===== config.mk =====
export PLATFORM = sky130hd
export DESIGN_NAME = pipe_stage_reg
export DESIGN_NICKNAME = d
export VERILOG_FILES = /design/src/rtl/pipe_stage_reg.sv
export SDC_FILE = /design/constraint.sdc
export NUM_CORES = 1
export LEC_CHECK = 0
export ABC_AREA = 1
export ABC_CLOCK_PERIOD_IN_PS = 1900
export CELL_PAD_IN_SITES_DETAIL_PLACEMENT = 0
export CELL_PAD_IN_SITES_GLOBAL_PLACEMENT = 2
export CORE_MARGIN = 2
export CORE_UTILIZATION = 21
export DETAILED_ROUTE_END_ITERATION = 6
export GPL_TIMING_DRIVEN = 0
export PLACE_DENSITY = 0.84
export RECOVER_POWER = 100
export SLEW_MARGIN = 30
export SYNTH_ARGS = -nofsm -noshare
export SYNTH_HDL_FRONTEND = slang
export SYNTH_SLANG_ARGS = --single-unit

===== constraint.sdc =====
create_clock -name clock -period 1.9 [get_ports clock]
set_clock_uncertainty 0.2 [all_clocks]
set_input_delay 0.19 -clock clock [delete_from_list [all_inputs] [get_ports clock]]
set_output_delay 0.19 -clock clock [all_outputs]
set_load 0.05 [all_outputs]

===== src/rtl/pipe_stage_reg.sv =====
// Generic valid/ready pipeline register carrying PC, instruction and payload,
// with flush/stall/nop control, optional skid entry and a saturating bubble counter.
module pipe_stage_reg #(
    parameter int                 DATA_W    = 64,
    parameter int                 PC_W      = 64,
    parameter int                 INSTR_W   = 32,
    parameter int                 SKID      = 0,
    parameter logic [INSTR_W-1:0] NOP_INSTR = 'h0000_0013,
    parameter int                 CNT_W     = 32
) (
    input  logic               clock,
    input  logic               reset,
    input  logic               flush,
    input  logic               stall,
    input  logic               nop,
    input  logic               in_valid,
    output logic               in_ready,
    input  logic [PC_W-1:0]    in_pc,
    input  logic [INSTR_W-1:0] in_instr,
    input  logic [DATA_W-1:0]  in_data,
    output logic               out_valid,
    input  logic               out_ready,
    output logic [PC_W-1:0]    out_pc,
    output logic [INSTR_W-1:0] out_instr,
    output logic [DATA_W-1:0]  out_data,
    output logic [CNT_W-1:0]   bubble_cnt
);

    // state   | meaning
    // S_EMPTY | no beat held
    // S_ONE   | main entry holds the oldest beat
    // S_FULL  | main plus skid hold two beats (SKID=1 only), upstream blocked
    typedef enum logic [1:0] {
        S_EMPTY = 2'd0,
        S_ONE   = 2'd1,
        S_FULL  = 2'd2
    } state_t;

    state_t               state_q, state_d;
    logic [PC_W-1:0]      main_pc_q, main_pc_d, skid_pc_q, skid_pc_d;
    logic [INSTR_W-1:0]   main_instr_q, main_instr_d, skid_instr_q, skid_instr_d;
    logic [DATA_W-1:0]    main_data_q, main_data_d, skid_data_q, skid_data_d;
    logic [CNT_W-1:0]     bub_q, bub_d;
    logic                 rdy_en_q;
    logic                 skid_valid, can_take, in_fire, out_fire;

    always_ff @(posedge clock or negedge reset) begin
        if (!reset) begin
            state_q      <= S_EMPTY;
            main_pc_q    <= '0;
            main_instr_q <= NOP_INSTR;
            main_data_q  <= '0;
            skid_pc_q    <= '0;
            skid_instr_q <= NOP_INSTR;
            skid_data_q  <= '0;
            bub_q        <= '0;
            rdy_en_q     <= 1'b0;
        end else begin
            state_q      <= state_d;
            main_pc_q    <= main_pc_d;
            main_instr_q <= main_instr_d;
            main_data_q  <= main_data_d;
            skid_pc_q    <= skid_pc_d;
            skid_instr_q <= skid_instr_d;
            skid_data_q  <= skid_data_d;
            bub_q        <= bub_d;
            rdy_en_q     <= 1'b1;
        end
    end

    always_comb begin
        state_d      = state_q;
        main_pc_d    = main_pc_q;
        main_instr_d = main_instr_q;
        main_data_d  = main_data_q;
        skid_pc_d    = skid_pc_q;
        skid_instr_d = skid_instr_q;
        skid_data_d  = skid_data_q;
        if (flush) begin
            state_d      = S_EMPTY;
            main_pc_d    = '0;
            main_instr_d = NOP_INSTR;
            main_data_d  = '0;
            skid_pc_d    = '0;
            skid_instr_d = NOP_INSTR;
            skid_data_d  = '0;
        end else if (!stall) begin
            case (state_q)
                S_EMPTY: begin
                    if (in_fire) begin
                        if (nop) begin
                            main_pc_d    = '0;
                            main_instr_d = NOP_INSTR;
                            main_data_d  = '0;
                        end else begin
                            main_pc_d    = in_pc;
                            main_instr_d = in_instr;
                            main_data_d  = in_data;
                            state_d      = S_ONE;
                        end
                    end
                end
                S_ONE: begin
                    if (in_fire && out_fire) begin
                        if (nop) begin
                            main_pc_d    = '0;
                            main_instr_d = NOP_INSTR;
                            main_data_d  = '0;
                            state_d      = S_EMPTY;
                        end else begin
                            main_pc_d    = in_pc;
                            main_instr_d = in_instr;
                            main_data_d  = in_data;
                        end
                    end else if (in_fire) begin
                        // a killed beat is simply not parked; main keeps its beat
                        if (!nop && SKID != 0) begin
                            skid_pc_d    = in_pc;
                            skid_instr_d = in_instr;
                            skid_data_d  = in_data;
                            state_d      = S_FULL;
                        end
                    end else if (out_fire) begin
                        state_d = S_EMPTY;
                    end
                end
                S_FULL: begin
                    if (out_fire) begin
                        main_pc_d    = skid_pc_q;
                        main_instr_d = skid_instr_q;
                        main_data_d  = skid_data_q;
                        state_d      = S_ONE;
                    end
                end
                default: state_d = S_EMPTY;
            endcase
        end
    end

    always_comb begin
        out_valid  = (state_q != S_EMPTY);
        skid_valid = (state_q == S_FULL);
        if (SKID != 0) can_take = ~skid_valid;
        else           can_take = ~out_valid | out_ready;
        // rdy_en_q holds off acceptance until the first edge after reset release
        in_ready   = rdy_en_q & (flush | (~stall & can_take));
        in_fire    = in_valid & in_ready;
        out_fire   = out_valid & out_ready & ~stall;
        out_pc     = main_pc_q;
        out_data   = main_data_q;
        out_instr  = out_valid ? main_instr_q : NOP_INSTR;
        bub_d      = (!out_valid && (bub_q != {CNT_W{1'b1}})) ? bub_q + CNT_W'(1) : bub_q;
        bubble_cnt = bub_q;
    end

endmodule


==> impl_results.md <==
* Status: finished, final reports clean
* GP Congestion at 0.815
* Clock-pin slew on the worst setup and hold paths at 0.08 ns
* DRC at 0
* Initial Util at 21.4%
* Worst Path Arrival at 1.49 ns
* Worst Hold Class: input port to flop
* Critical path launch point type: flop
* Share of cells above drive strength 1 at 20.1%
* Mean number of vias per cell at 4.21
* Area of the mapped netlist at 8770 µm²
* Unrepaired setup endpoints after global routing: yes
* Final Power at 12.8 mW
* Top achievable clock speed at 531 MHz
* PD cells at 869 nW/µm²
* Port Buffers at 360
* Die W at 208 µm
* CP Data Required Time at 1.51 ns
* 1st-pass router iterations at 5
* First-pass GRT wire length at 52,000 µm
* Top post-synthesis cells by count: nand2_1, nor2_1, dfrtp_1, a21oi_1, inv_1
* Post-route setup TNS at 0 ns
* Post-synth top area share at 54.5%
* Yosys warnings at 0
* #FFs+latches synth at 194
* CTS tree: done
* Post-synthesis net count at 1,269
* Area growth from synthesis to layout at 67.8%
* Final setup viols at 0
* Vias at 8,627
* Worst slew pin tran at 1.20 ns
* CTS Root Cell: clkbuf_16
* Routed WL at 34,400 µm
* Most used DFF post-synth: dfrtp_1
* Antenna viol nets, final at 0
* Initial detailed-routing violation count at 422
* Tmin final at 1.88 ns
* Avg WL per Cell at 16.8 µm
* Die H at 208 µm
* Initial antenna violation count at 1
* Vias in the first global route at 8,881
* Total Routing Usage GR at 15.6%
* HPWL after detailed placement at 25,300 µm
* Final Max Tran Viols at 0
* Core Box Area at 41,000 µm²
* Pleak at 6.88 nW
* Placed cells at 1,995
* Crit path max fanout at 5
* Clock buffer depth at 2
* Final hold vios at 0
* Asr flop ratio synth at 100%
* DP Area at 13,400 µm²
* CTS buffer count at 17
* Number of max-cap violations at 0
* Post-route design area at 14,700 µm²
* Synth area leaders: dfrtp_1, nand2_1, nor2_1
* Die area at 43,400 µm²
* Post-synth cell types at 27
* Seq/Total Area, Yosys at 55.4%
* Slew headroom at 20.2%
* Fin crit share at 99.2%
* Nets at 1,673
* N_diodes at 0
* WS Path Type: flop to primary output
* EDFF count, synth at 0
* VDD IR-drop max at 0.587 mV
* Mapped Cells at 1,101
* Largest net degree at the start of global routing at 81
* Most common cell in the netlist: nand2_1
* CP endpoint kind: primary output
* Cell Rows at 74
* Post-route insts no fill at 2,050
* Synth area leader: dfrtp_1
* IO Pins at 361
* Overflow after GRT at 0
* # clock sinks at 194
* H-Tree Depth at 4
* Mean Syn Cell Area at 7.96 µm²
* Clk Latency, worst-skew pair at 0.44 ns
[cell type report]
type,count,area [µm²]
repair buffers,386,3830
flip-flops and latches,194,4890
multi-input cells,798,3850
fillers,4293,26300
plain buffers,60,697
clock buffers,19,453
well taps,532,666
clock inverters,13,141
inverters,48,185
[worst paths after layout]
check / from / to / slack, ns / depth (start not counted)
hold reg to reg: out_pc[23]$_DFFE_PN0P_ / out_pc[23]$_DFFE_PN0P_ / 0.31 / 2
min in group asynchronous: reset / bubble_cnt[2]$_DFFE_PN0P_ / 0.33 / 2
max in group asynchronous: reset / state_q[0]$_DFFE_PN0P_ / 0.14 / 3
setup reg to reg: state_q[0]$_DFFE_PN0P_ / main_instr_q[25]$_DFFE_PN0P_ / 0.02 / 10
setup / recovery: state_q[0]$_DFFE_PN0P_ / in_ready / 0.02 / 5
hold / removal: in_data[30] / out_data[30]$_DFFE_PN0P_ / 0.09 / 3
[state kept, by name, summed over array words and instances, names as in the netlist]
register and flops:
rdy_en_q 1, out_data 64, out_pc 64, main_instr_q 32, state_q 1, bubble_cnt 32
[per-layer routing]
layer	global-route usage, %	part of all wire [%]
met3	6.93	8.8
met5	0	0.047
met1	18.1	40
met4	3.77	1.2
met2	26.5	50
[cell usage in the layout (no fill, tap or decap), types with 33 or more instances in the layout]
cell type        instances
nand2_1                340
nor2_1                 173
clkdlybuf4s50_1        165
dfrtp_1                163
dlygate4sd2_1          153
a21oi_1                125
buf_6                   45
inv_1                   33
a21oi_2                 33
[where the power goes]
part / internal, mW / total (mW) / leakage, nW / switching, mW
combinational: 1.45 / 4.13 / 4.21 / 2.68
sequential: 4.56 / 4.89 / 2.39 / 0.326
clock: 1.93 / 3.76 / 0.281 / 1.83
[critical path, cell delays in order, from the launching register on]
cell and delay (ns):
dfrtp_2 0.43, buf_12 0.15, nand2_4 0.06, nor2_4 0.04, nor2_4 0.18, buf_8 0.18
[cell families (layout without fill, tap and decap cells)]
group / Yosys count / count (layout) / share of synthesized area, %
buffers and inverters: 109 / 526 / 5.75
DFF: 194 / 194 / 55.4
and+or+nand+nor: 613 / 613 / 27.5
xor gates and xnor gates: 17 / 17 / 1.70
adders and majority gates: 1 / 1 / 0.143
AOI/OAI and AO/OA: 166 / 166 / 9.49
other: 1 / 1 / 0.0428
[repair_timing]
| item | in CTS | in global routing |
|---|---|---|
| endpoints found under the setup margin | 357 | 202 |
| gates cloned | 1 | 7 |
| setup buffers | 5 | 10 |
| gates resized for setup | 431 | 181 |
| pin swaps | 3 | 5 |
| hold endpoints to repair | 191 | 0 |
| hold buffers | 1 | 0 |
[stage by stage]
stage | hold slack [ns] | setup slack, ns | utilization (%)
floorplan | -0.306 | -0.107 | -
global placement | 0.293 | -9.28 | 32.4
detailed placement | -0.0842 | -1.19 | 32.6
CTS | 0.0172 | -0.148 | 34.1
global route | 0.0579 | -0.0767 | 35.9
finish | 0.0869 | 0.0153 | 35.9
Note: power is estimated with default switching activity, not from simulation.
